--- src/rtl/sha256_pkg.sv ---
// Shared SHA-256 constants, schedule FSM state encoding and the sigma/Sigma mixing functions.
// Used by the message schedule and the round-update logic.
package sha256_pkg;

  localparam int WORD_W      = 32;
  localparam int ROUNDS      = 64;
  localparam int BLOCK_WORDS = 16;

  typedef enum logic [1:0] {
    ST_IDLE = 2'd0,
    ST_LOAD = 2'd1,
    ST_RUN  = 2'd2,
    ST_DONE = 2'd3
  } state_t;

  // Message-schedule small sigmas.
  function automatic logic [WORD_W-1:0] sigma0(input logic [WORD_W-1:0] x);
    return {x[6:0], x[31:7]} ^ {x[17:0], x[31:18]} ^ {3'b000, x[31:3]};
  endfunction

  function automatic logic [WORD_W-1:0] sigma1(input logic [WORD_W-1:0] x);
    return {x[16:0], x[31:17]} ^ {x[18:0], x[31:19]} ^ {10'd0, x[31:10]};
  endfunction

  // Compression-round big sigmas, kept beside the small ones so both blocks share one source.
  function automatic logic [WORD_W-1:0] big_sigma0(input logic [WORD_W-1:0] x);
    return {x[1:0], x[31:2]} ^ {x[12:0], x[31:13]} ^ {x[21:0], x[31:22]};
  endfunction

  function automatic logic [WORD_W-1:0] big_sigma1(input logic [WORD_W-1:0] x);
    return {x[5:0], x[31:6]} ^ {x[10:0], x[31:11]} ^ {x[24:0], x[31:25]};
  endfunction

endpackage

--- src/rtl/sha256_w_expand.sv ---
// Combinational schedule expansion: W[t+16] from the four window taps it depends on.
// Isolated so the adder chain can later be swapped for a carry-save tree.
module sha256_w_expand
  import sha256_pkg::*;
(
  input  logic [WORD_W-1:0] i_w0,
  input  logic [WORD_W-1:0] i_w1,
  input  logic [WORD_W-1:0] i_w9,
  input  logic [WORD_W-1:0] i_w14,
  output logic [WORD_W-1:0] o_w_new
);

  logic [WORD_W-1:0] w_s0;
  logic [WORD_W-1:0] w_s1;

  assign w_s0    = sigma0(i_w1);
  assign w_s1    = sigma1(i_w14);
  assign o_w_new = w_s1 + i_w9 + w_s0 + i_w0;

endmodule

--- src/rtl/sha256_msg_schedule.sv ---
// SHA-256 message schedule: loads a 16-word block, then emits W[0..63] one word per advance
// using a 16-word sliding window whose head is always the current W[t].
module sha256_msg_schedule
  import sha256_pkg::*;
(
  input  logic              i_clk,
  input  logic              i_reset,
  input  logic              i_start,
  input  logic              i_in_valid,
  input  logic [WORD_W-1:0] i_in_data,
  output logic              o_in_ready,
  input  logic              i_advance,
  output logic              o_w_valid,
  output logic [WORD_W-1:0] o_w_data,
  output logic [5:0]        o_round_idx,
  output logic              o_block_done
);

  // state | meaning
  // IDLE  | waiting for start
  // LOAD  | accepting 16 message words into the window
  // RUN   | presenting W[t]; advance steps t and slides the window
  // DONE  | one-cycle block_done pulse, then back to IDLE

  localparam int CNT_W = $clog2(BLOCK_WORDS);
  localparam int RND_W = $clog2(ROUNDS);

  state_t            r_state;
  logic [WORD_W-1:0] r_window [BLOCK_WORDS];
  logic [CNT_W-1:0]  r_load_cnt;
  logic [RND_W-1:0]  r_round;

  logic              w_accept;
  logic              w_step;
  logic              w_last_load;
  logic              w_last_round;
  logic              w_run;
  logic [WORD_W-1:0] w_new;

  sha256_w_expand u_w_expand (
    .i_w0    (r_window[0]),
    .i_w1    (r_window[1]),
    .i_w9    (r_window[9]),
    .i_w14   (r_window[14]),
    .o_w_new (w_new)
  );

  assign w_run        = (r_state == ST_RUN);
  assign w_accept     = (r_state == ST_LOAD) && i_in_valid;
  assign w_step       = w_run && i_advance;
  assign w_last_load  = (r_load_cnt == CNT_W'(BLOCK_WORDS - 1));
  assign w_last_round = (r_round == RND_W'(ROUNDS - 1));

  always_ff @(posedge i_clk) begin
    if (i_reset) begin
      r_state    <= ST_IDLE;
      r_load_cnt <= '0;
      r_round    <= '0;
    end else begin
      case (r_state)
        ST_IDLE: begin
          if (i_start) begin
            r_state    <= ST_LOAD;
            r_load_cnt <= '0;
            r_round    <= '0;
          end
        end
        ST_LOAD: begin
          if (w_accept) begin
            r_load_cnt <= r_load_cnt + CNT_W'(1);
            if (w_last_load) begin
              r_state <= ST_RUN;
            end
          end
        end
        ST_RUN: begin
          if (i_advance) begin
            if (w_last_round) begin
              r_state <= ST_DONE;
            end else begin
              r_round <= r_round + RND_W'(1);
            end
          end
        end
        ST_DONE: begin
          r_state <= ST_IDLE;
          r_round <= '0;
        end
        default: r_state <= ST_IDLE;
      endcase
    end
  end

  // The last round's advance does not slide; the window is dead once DONE is reached.
  always_ff @(posedge i_clk) begin
    if (i_reset) begin
      for (int i = 0; i < BLOCK_WORDS; i++) begin
        r_window[i] <= '0;
      end
    end else if (w_accept) begin
      r_window[r_load_cnt] <= i_in_data;
    end else if (w_step && !w_last_round) begin
      for (int i = 0; i < BLOCK_WORDS - 1; i++) begin
        r_window[i] <= r_window[i+1];
      end
      r_window[BLOCK_WORDS-1] <= w_new;
    end
  end

  // Data and round index read as zero outside RUN so the K ROM sees a quiet address.
  assign o_in_ready   = (r_state == ST_LOAD);
  assign o_w_valid    = w_run;
  assign o_w_data     = w_run ? r_window[0] : '0;
  assign o_round_idx  = w_run ? r_round : '0;
  assign o_block_done = (r_state == ST_DONE);

endmodule

--- config.mk ---
export PLATFORM = sky130hd
export DESIGN_NAME = sha256_msg_schedule
export DESIGN_NICKNAME = d
export VERILOG_FILES = /design/src/rtl/sha256_pkg.sv /design/src/rtl/sha256_w_expand.sv /design/src/rtl/sha256_msg_schedule.sv
export SDC_FILE = /design/constraint.sdc
export NUM_CORES = 1
export LEC_CHECK = 0
export BUFFER_PORTS_ARGS = -buffer_cell sky130_fd_sc_hd__buf_2
export CELL_PAD_IN_SITES_DETAIL_PLACEMENT = 0
export CELL_PAD_IN_SITES_GLOBAL_PLACEMENT = 1
export CORE_MARGIN = 3
export CORE_UTILIZATION = 35
export CTS_BUF_LIST = sky130_fd_sc_hd__clkbuf_4 sky130_fd_sc_hd__clkbuf_8 sky130_fd_sc_hd__clkbuf_16
export DETAILED_ROUTE_END_ITERATION = 7
export PLACE_DENSITY = 0.65
export SYNTH_ARGS = -nofsm -noshare
export SYNTH_HDL_FRONTEND = slang
export SYNTH_SLANG_ARGS = --single-unit
--- constraint.sdc ---
create_clock -name i_clk -period 6.1 [get_ports i_clk]
set_input_delay 1.22 -clock i_clk [delete_from_list [all_inputs] [get_ports i_clk]]
set_output_delay 1.22 -clock i_clk [all_outputs]
set_load 0.05 [all_outputs]
======== Yosys cells after proc, flatten, opt, wreduce, memory -nomap -nowiden ========
Memories as Yosys holds them, arrays and structs flattened.
Cells that the tools add are included.
cells by class
  add/sub/neg operators ................... 5
  equal/unequal tests ..................... 11
  muxes and demuxes ....................... 43
  bitwise gates (word level) .............. 20
  reductions and logical operators ........ 11
operator list
  cell                                                   count
  2-to-1 mux 32 bit                                      18
  adder 32 bit                                           3
  XOR 32 bit                                             2
  OR reduction 32 bit                                    1
  XOR 32 x 22 -> 32 bit                                  1
  XOR 32 x 29 -> 32 bit                                  1
  2-to-1 mux 6 bit                                       4
  case mux 6 bit (3 select lines)                        1
  OR 1 bit                                               16
  2-to-1 mux 4 bit                                       3
  2-to-1 mux 1 bit                                       10
  2-to-1 mux 2 bit                                       5
  inequality test 2 bit, second input constant           4
  case mux 2 bit (4 select lines)                        1
  case mux 4 bit (2 select lines)                        1
  adder 6 x 1 -> 6 bit, second input constant            1
  equality test 6 bit, second input constant             1
  AND reduction 5 bit                                    1
  adder 4 x 1 -> 4 bit, second input constant            1
  equality test 2 bit, second input constant             2
  equality test 4 bit, second input constant             1
  inequality test 2 x 1 -> 1 bit, second input constant  2
  AND reduction 4 bit                                    1
  logical AND 1 bit                                      3
  other kinds (6)                                        6
word-level totals
  flip-flop bits (word level) ............. 12
  memory bits (writable) .................. 512
  output and inout bits ................... 41
  word-level logic and storage cells ...... 94
  memories ................................ 1
memories
  name      words  width  read ports  clocked after memory_dff  write ports  line                       RTL
  r_window  16     32     16          0                         16           sha256_msg_schedule.sv:29  logic [WORD_W-1:0] r_window [BLOCK_WORDS];

======== Depth between registers and ports, before layout ========
Gate-level depths: netlist (run 1).
  depth in word-level cells ............... 9
  depth in mapped cells ................... 16
  mapped depth without buffers ............ 16

======== Cells and area by module ========
Synthesis (run 1) repeated with hierarchy kept, for this count alone.
second synthesis, totals
  cell total of the unflattened synthesis .. 2,320
  area total of the unflattened synthesis .. 27,360.0 um^2
by module, submodules not included
  module               instances  cells an instance  area an instance (um^2)
  sha256_msg_schedule  1          1,776              22,856.9
  sha256_w_expand      1          544                4,503.1

======== Worst setup path after synthesis (run 1) ========
Ideal clock, no wire load.
  path type ............................... input to register
  from .................................... input i_in_valid
  to ...................................... memory r_window[12][0], enable pin
  setup time .............................. 0.466 ns
  arrival ................................. 3.958 ns
  setup slack ............................. 1.676 ns
  cell stages on the path ................. 4
  path buffers ............................ 0
  path through ............................ nand2_1 > nor2_1 > nand2_1 > o21ai_0
RTL lines
  what             line                       RTL
  start, declared  sha256_msg_schedule.sv:9   input logic i_in_valid,
  end, declared    sha256_msg_schedule.sv:29

==> out/qor.txt, run 1 <==
Outcome = completed
Vias = 18445
Detailed Route WL = 93700 um
Synthesized netlist net count = 2433
Chip Height = 285 um
First-pass GRT wire length = 134000 um
Overall power of the completed layout = 16.9 mW
Pin count of the biggest net entering global routing = 107
# DRC = 0
Number of buffers on the longest clock path = 3
Worst endpoint data arrival time = 5.05 ns
Number of clock buffers inserted by TritonCTS = 57
Worst supply voltage drop on vdd = 0.327 mV
Portion of the clock cycle consumed by the worst path in the final layout = 76.9%
Port Buffers = 77
Number of max-cap violations = 0
Portion of synthesized cell area occupied by the leading cell type = 56.3%
Top cell type by total area after synthesis = edfxtp_1
Category of the most critical setup path = reg -> reg
Power Dens Cells = 553 nW/um^2
Distinct cell type count after synthesis = 65
Gr ovfl total = 0
TritonCTS clock tree = yes
Synthesized netlist cell count = 2293
Combined global-route utilization of all metal layers = 22.7%
Critical Path Source Type = register
Placed Instance Area = 28700 sq um
Worst max-slew margin expressed relative to the limit = 17.6%
Violation count after the first detailed-routing iteration = 2128
Row Count = 101
Required time at the worst-slack endpoint = 6.46 ns
Die area = 81300 sq um
Resize count post-CTS = 0
Net count, final = 2402
Proportion of layout cells with a drive suffix above 1 = 10.4%
Slew Limit Fails = 0
Final sum of negative setup slack = 0 ns
Clock Latency Late Sink = 0.64 ns
Sinks on the clock net = 524
Post-route cell area = 30600 sq um
Initial antenna violation count = 3
Post-route clock skew = 0.0376 ns
Post-Route Hold Slack = 0.526 ns
Library cell used as clock root buffer = clkbuf_16
Cells traversed along the worst timing path = xor2_1 -> xnor2_1 -> fa_1 -> fa_1 -> inv_1 -> ha_1 -> nand4_1 -> or3_4 -> a31oi_4 -> o21ai_0 -> a21oi_1 -> mux2i_1 -> nand2_1
Static leakage power = 11.2 nW
# Post-CTS Setup Buffers = 0
Count of nets left with antenna violations after detail routing = 0
Top-count cell post-synth = edfxtp_1
Synth top area cells = edfxtp_1 (56%), a22o_1 (10%), fa_1 (4.5%)
Utilization after layout = 39.9%
RSZ-0062 raised after global routing = false
Post-synth ARST share = 0%
Count of hold-fix buffers inserted at cts = 0
Timing-limited maximum frequency = 0.213 GHz
Kind of capture point of the worst setup path = register
Iteration count of the initial detailed-routing pass = 7
Leading cell types by count after synthesis = edfxtp_1 (512), a22o_1 (323), nand2_1 (225)
HPWL after DPL = 64100 um
Library cell contributing the largest single delay on the critical path = edfxtp_1
Initial Utilization = 35.6%
Clock transition time at the flip-flop clock pins of the worst setup and hold paths = 0.06 ns
Gp weighted congestion = 0.942
Worst-Margin Slew = 1.23 ns
Most used flip-flop cell after synthesis = edfxtp_1
Final setup viols = 0
IO Count = 78
Post-synthesis instance area = 27300 sq um
Cell repeated most along the worst path = fa_1
Sequential share of the synthesized area = 57.2%
Vias per Instance = 5.52
Number of global-route vias before repair = 17935
Die Wd = 285 um
Maximum fanout encountered on the critical timing path = 7
Longest individual stage delay on the worst path = 0.57 ns
Synthesis-to-finish area growth = 12.1%
EDFF count, synth = 512
Fin. Hold Viols = 0
Core area = 76600 sq um
Number of levels the H-tree was split into = 2
Mean post-synth cell area = 11.9 sq um
Class of the tightest hold or removal check = reg -> reg
Number of warning messages in the yosys log = 0
Post-layout minimum cycle time = 4.69 ns
Flip-flop and latch count after synthesis = 524
Routed wire length per instance = 28.0 um
==> layout by cell type, fill, tap and decap left out, drive strengths merged, types with 3 or more instances in the layout <==
cell / instances
edfxtp: 512
a22o: 323
nand2: 225
o21ai: 209
nand2b: 174
inv: 136
buf: 112
xnor2: 82
nor2: 82
clkbuf: 68
xor2: 62
fa: 62
ha: 41
a21oi: 36
clkinv: 28
nand3: 14
nor3: 14
a21o: 12
dfxtp: 12
nand4: 11
and2: 10
a31oi: 8
mux2i: 7
bufinv: 7
and3: 7
o21bai: 7
o31ai: 6
a211oi: 5
a22oi: 4
a221oi: 3
o211ai: 3
==> logic make-up (layout without fill, tap and decap cells) <==
logic type	after synthesis	after routing	share of synthesized area (%)
AO/OA/AOI/OAI	629	629	16.8
XOR/XNOR	144	144	4.62
adder cells (fa/ha/maj)	103	103	6.43
buffers and inverters	335	352	4.77
flip-flops	524	524	57.2
multiplexers	7	7	0.257
other	0	2	0
AND/OR/NAND/NOR	551	551	9.90
==> path summary, 6_finish.rpt <==
| path | to | from | slack, ns | cells after the start |
|---|---|---|---|---|
| max reg2reg | r_window[15][25] | r_window[14][28] | 1.41 | 13 |
| min reg2reg | r_window[9][3] | r_window[10][3] | 0.53 | 1 |
| min | r_window[9][3] | r_window[10][3] | 0.53 | 1 |
| max | r_window[15][25] | r_window[14][28] | 1.41 | 13 |
==> power by group <==
group | switching (mW) | internal (mW) | leakage (nW)
clock | 1.50 | 2.06 | 0.930
combinational | 5.28 | 2.81 | 4.86
sequential | 0.418 | 4.84 | 5.39
==> critical path, delay by kind of cell (launching register included) <==
kind	cells	cell delay [ns]
and+or+nand+nor	3	0.68
adders and majority gates	3	1.53
DFF	1	0.57
xor gates and xnor gates	2	0.66
AOI/OAI and AO/OA	3	0.74
muxes	1	0.21
buffers and inverters	1	0.05
==> state kept, by name, indices dropped and copies added, names as in the netlist <==
signal and flops:
r_state 2, r_round 6, r_load_cnt 4, r_window 512
==> metrics by stage <==
| step | std cells | worst slack, ns |
|---|---|---|
| after floorplan | 2293 | 1.68 |
| after CTS | 3340 | 1.51 |
| final | 3342 | 1.41 |
| after global routing | 3340 | 1.27 |
| after global placement | 3233 | 1.42 |
| after detailed placement | 3233 | 1.52 |
==> area by class of cell <==
| type | count | area, sq um |
|---|---|---|
| Clock inverter | 39 | 394 |
| Inverter | 133 | 499 |
| Antenna cell | 2 | 5.00 |
| Timing Repair Buffer | 112 | 676 |
| Multi-Input combinational cell | 1434 | 10600 |
| Sequential cell | 524 | 15600 |
| Fill cell | 7263 | 46000 |
| Clock buffer | 68 | 1510 |
| Tap cell | 1030 | 1290 |
==> per-layer routing <==
layer  routed length (um)  global-route usage, %  vias up
li1                     -                      -     8193
met1                40800                   31.4     9409
met2                43700                   36.7      721
met3                 6000                   3.37      122
met4                 3260                   7.24        0
met5                    0                      0        -
Power figures use the tool's default switching activity.
==> inputs of run 2 (changes only) <==
--- a/config.mk
+++ b/config.mk
@@ -12,7 +12,7 @@
 export CORE_UTILIZATION = 35
 export CTS_BUF_LIST = sky130_fd_sc_hd__clkbuf_4 sky130_fd_sc_hd__clkbuf_8 sky130_fd_sc_hd__clkbuf_16
 export DETAILED_ROUTE_END_ITERATION = 7
-export PLACE_DENSITY = 0.65
+export PLACE_DENSITY = 0.67
 export SYNTH_ARGS = -nofsm -noshare
 export SYNTH_HDL_FRONTEND = slang
 export SYNTH_SLANG_ARGS = --single-unit
==> constraint.sdc (replaced) <==
create_clock -name i_clk -period 4.2 [get_ports i_clk]
set_input_delay 0.84 -clock i_clk [delete_from_list [all_inputs] [get_ports i_clk]]
set_output_delay 0.84 -clock i_clk [all_outputs]
set_load 0.05 [all_outputs]
==> run 2 against run 1 <==
  * Routed wire length up 0.46%
  * Clock-buffer cell count grew 10
  * Clock skew rose by 0.0021 ns
  * Highest routed layer unchanged
  * Cell count is 2.4% higher
  * Core utilization grew 1.4 points
  * Die area did not move
  * Register-to-register slack worse by 1.4 ns
==> out/qor.txt, run 2 (same netlist as run 1, synthesis figures left out) <==
Timing-limited maximum frequency = 0.239 GHz (+12%)
Chip Height = 285 um (unchanged)
Endpoint of the worst register-to-register path = r_window[15][28]
Clock Latency Late Sink = 0.64 ns (about the same)
Cell depth of the worst flop-to-flop path = 14 (+1)
Library cell used as clock root buffer = clkbuf_16
Routed wire length per instance = 27.5 um (-1.9%)
Category of the most critical setup path = reg -> reg
Worst supply voltage drop on vdd = 0.476 mV (+46%)
First-pass GRT wire length = 135000 um (+0.95%)
Most common library cell in the layout ignoring fill and taps = edfxtp_1
Iteration count of the initial detailed-routing pass = 5 (-2)
Number of clock buffers inserted by TritonCTS = 58 (+1.8%)
Maximum fanout encountered on the critical timing path = 4 (-3)
Worst-Margin Slew = 1.22 ns (-0.0146 ns)
Fin. Hold Viols = 0 (unchanged)
Class of the tightest hold or removal check = in -> reg
Violation count after the first detailed-routing iteration = 2132 (+0.19%)
Critical Path Source Type = register
Outcome = completed
Worst Min Path Start = i_reset
Reg-to-reg startpoint = r_window[14][19]
Vias = 18902 (+2.5%)
Worst endpoint data arrival time = 4.62 ns (-0.43 ns)
Gp weighted congestion = 0.891 (-5.4%)
Initial Utilization = 35.6% (unchanged)
Proportion of layout cells with a drive suffix above 1 = 16.2% (+5.7 points)
Slew Limit Fails = 0 (unchanged)
Net count, final = 2489 (+3.6%)
Reg-to-reg setup timing slack = 0.01 ns (-1.39 ns)
Register ranked first by flip-flop count = r_window
End point of the worst hold path = r_load_cnt[1]
Row Count = 101 (unchanged)
Post-route clock skew = 0.0397 ns (+0.00209 ns)
Post-Route Hold Slack = 0.488 ns (-0.0378 ns)
Die area = 81300 sq um (unchanged)
IO Count = 78 (unchanged)
Static leakage power = 11.7 nW (+5.0%)
Number of levels the H-tree was split into = 2 (unchanged)
Flip-flop count of the largest register after layout = 512 (unchanged)
Most frequent cells in the layout = edfxtp_1 (512), a22o_1 (323), nand2_1 (221), o21ai_0 (189), nand2b_1 (174)
Port Buffers = 77 (unchanged)
Portion of the clock cycle consumed by the worst path in the final layout = 99.6% (+23 points)
Number of max-cap violations = 0 (unchanged)
Worst max-slew margin expressed relative to the limit = 18.6% (+0.98 points)
Worst slack at placement = -0.0787 ns (-1.60 ns)
Gr ovfl total = 0 (unchanged)
Combined global-route utilization of all metal layers = 22.8% (+0.076 points)
# DRC = 0 (unchanged)
Final setup viols = 0 (unchanged)
Number of global-route vias before repair = 18579 (+3.6%)
Synthesis-to-finish area growth = 16.1%
Vias per Instance = 5.52 (about the same)
Clock transition time at the flip-flop clock pins of the worst setup and hold paths = 0.06 ns (about the same)
Fill cell total of the finished layout = 7285 (+0.30%)
Initial antenna violation count = 2 (-1)
Count of nets left with antenna violations after detail routing = 0 (unchanged)
Worst-case setup margin in the final layout = 0.0147 ns (-1.39 ns)
HPWL after DPL = 65200 um (+1.8%)
Placed Instance Area = 29300 sq um (+2.2%)
Required time at the worst-slack endpoint = 4.63 ns (-1.83 ns)
Pin count of the biggest net entering global routing = 170 (+59%)
Count of hold-fix buffers inserted at cts = 0 (unchanged)
Post-route cell area = 31700 sq um (+3.6%)
Biggest registers after layout = r_window (512), r_round (6), r_load_cnt (4)
Detailed Route WL = 94200 um (+0.46%)
Post-layout minimum cycle time = 4.19 ns (-0.507 ns)
Sinks on the clock net = 524 (unchanged)
Kind of capture point of the worst setup path = register
Power Dens Cells = 835 nW/um^2 (+51%)
Core area = 76600 sq um (unchanged)
Number of buffers on the longest clock path = 3 (unchanged)
Die Wd = 285 um (unchanged)
Instance count along the most critical hold path = 2 (+1)
TritonCTS clock tree = yes
run 2: changes by cell type in the layout (fill, tap and decap cells not counted), sizes merged:
cell      change
bufinv        -2
clkinv        -9
buf          +86
diode         -1
clkbuf       +10
inv           -2
clkinvlp      -1
run 2: power breakdown:
| part | internal [mW] | leakage (nW) | total (mW) | switching (mW) |
|---|---|---|---|---|
| clock network | 3.01 | 0.961 | 5.17 | 2.16 |
| logic | 5.33 | 5.39 | 13.7 | 8.38 |
| registers | 7.02 | 5.39 | 7.56 | 0.535 |
run 2: through the flow:
step                      TNS [ns]  power (mW)  util [%]  std cells
final                            0        26.4      41.4       3423
after global routing       -0.0859        27.9      41.3       3422
after CTS                  -0.0343        25.4      40.8       3408
after detailed placement    -0.172        20.1      38.3       3305
after global placement      -0.358        20.2      38.3       3305
after floorplan             -18.80        15.4         -       2293
run 2: layout make-up:
cell class                 count  area (sq um)  share of cell area [%]
tap                         1030          1290                    4.07
sequential                   524         15600                    49.3
antenna                        1          2.50                 0.00790
clock inverter                25           292                   0.921
timing repair buffer         198          1440                    4.55
inverter                     133           499                    1.58
clock buffer                  78          1620                    5.12
multi-input combinational   1434         10900                    34.4
run 2: routing by layer:
metal | global-route usage, % | routed length (um)
met1 | 31.5 | 40600
met2 | 37.9 | 45600
met3 | 3.02 | 5560
met4 | 5.62 | 2350
met5 | 0 | 0
run 2: worst max-delay path by stage:
stage / startpoint / end / slack [ns] / cells past startpoint
after floorplan: r_state[1] / r_window[12][0] / -0.07 / 6
after global placement: r_window[14][5] / r_window[15][31] / -0.12 / 13
after detailed placement: r_window[14][5] / r_window[15][31] / -0.08 / 13
after CTS: r_window[14][2] / r_window[15][31] / -0.03 / 12
after global routing: r_window[14][24] / r_window[15][26] / -0.03 / 16
final: r_window[14][19] / r_window[15][28] / 0.01 / 14
run 2: critical path, stage by stage (launching register included):
cell	delay, ns
edfxtp_1	0.52
xor2_2	0.25
xnor2_2	0.31
fa_1	0.48
fa_1	0.57
inv_1	0.07
ha_1	0.29
a21oi_2	0.07
nor2_2	0.26
o21ai_2	0.13
a311oi_4	0.42
buf_4	0.19
o21ai_1	0.07
and3b_1	0.19
o31ai_1	0.18
run 2: repair_timing:
item                       in CTS  in global routing
setup buffers                   0                 13
setup endpoints to repair       8                 19
pin swaps                       0                 18
gates resized for setup         9                 55
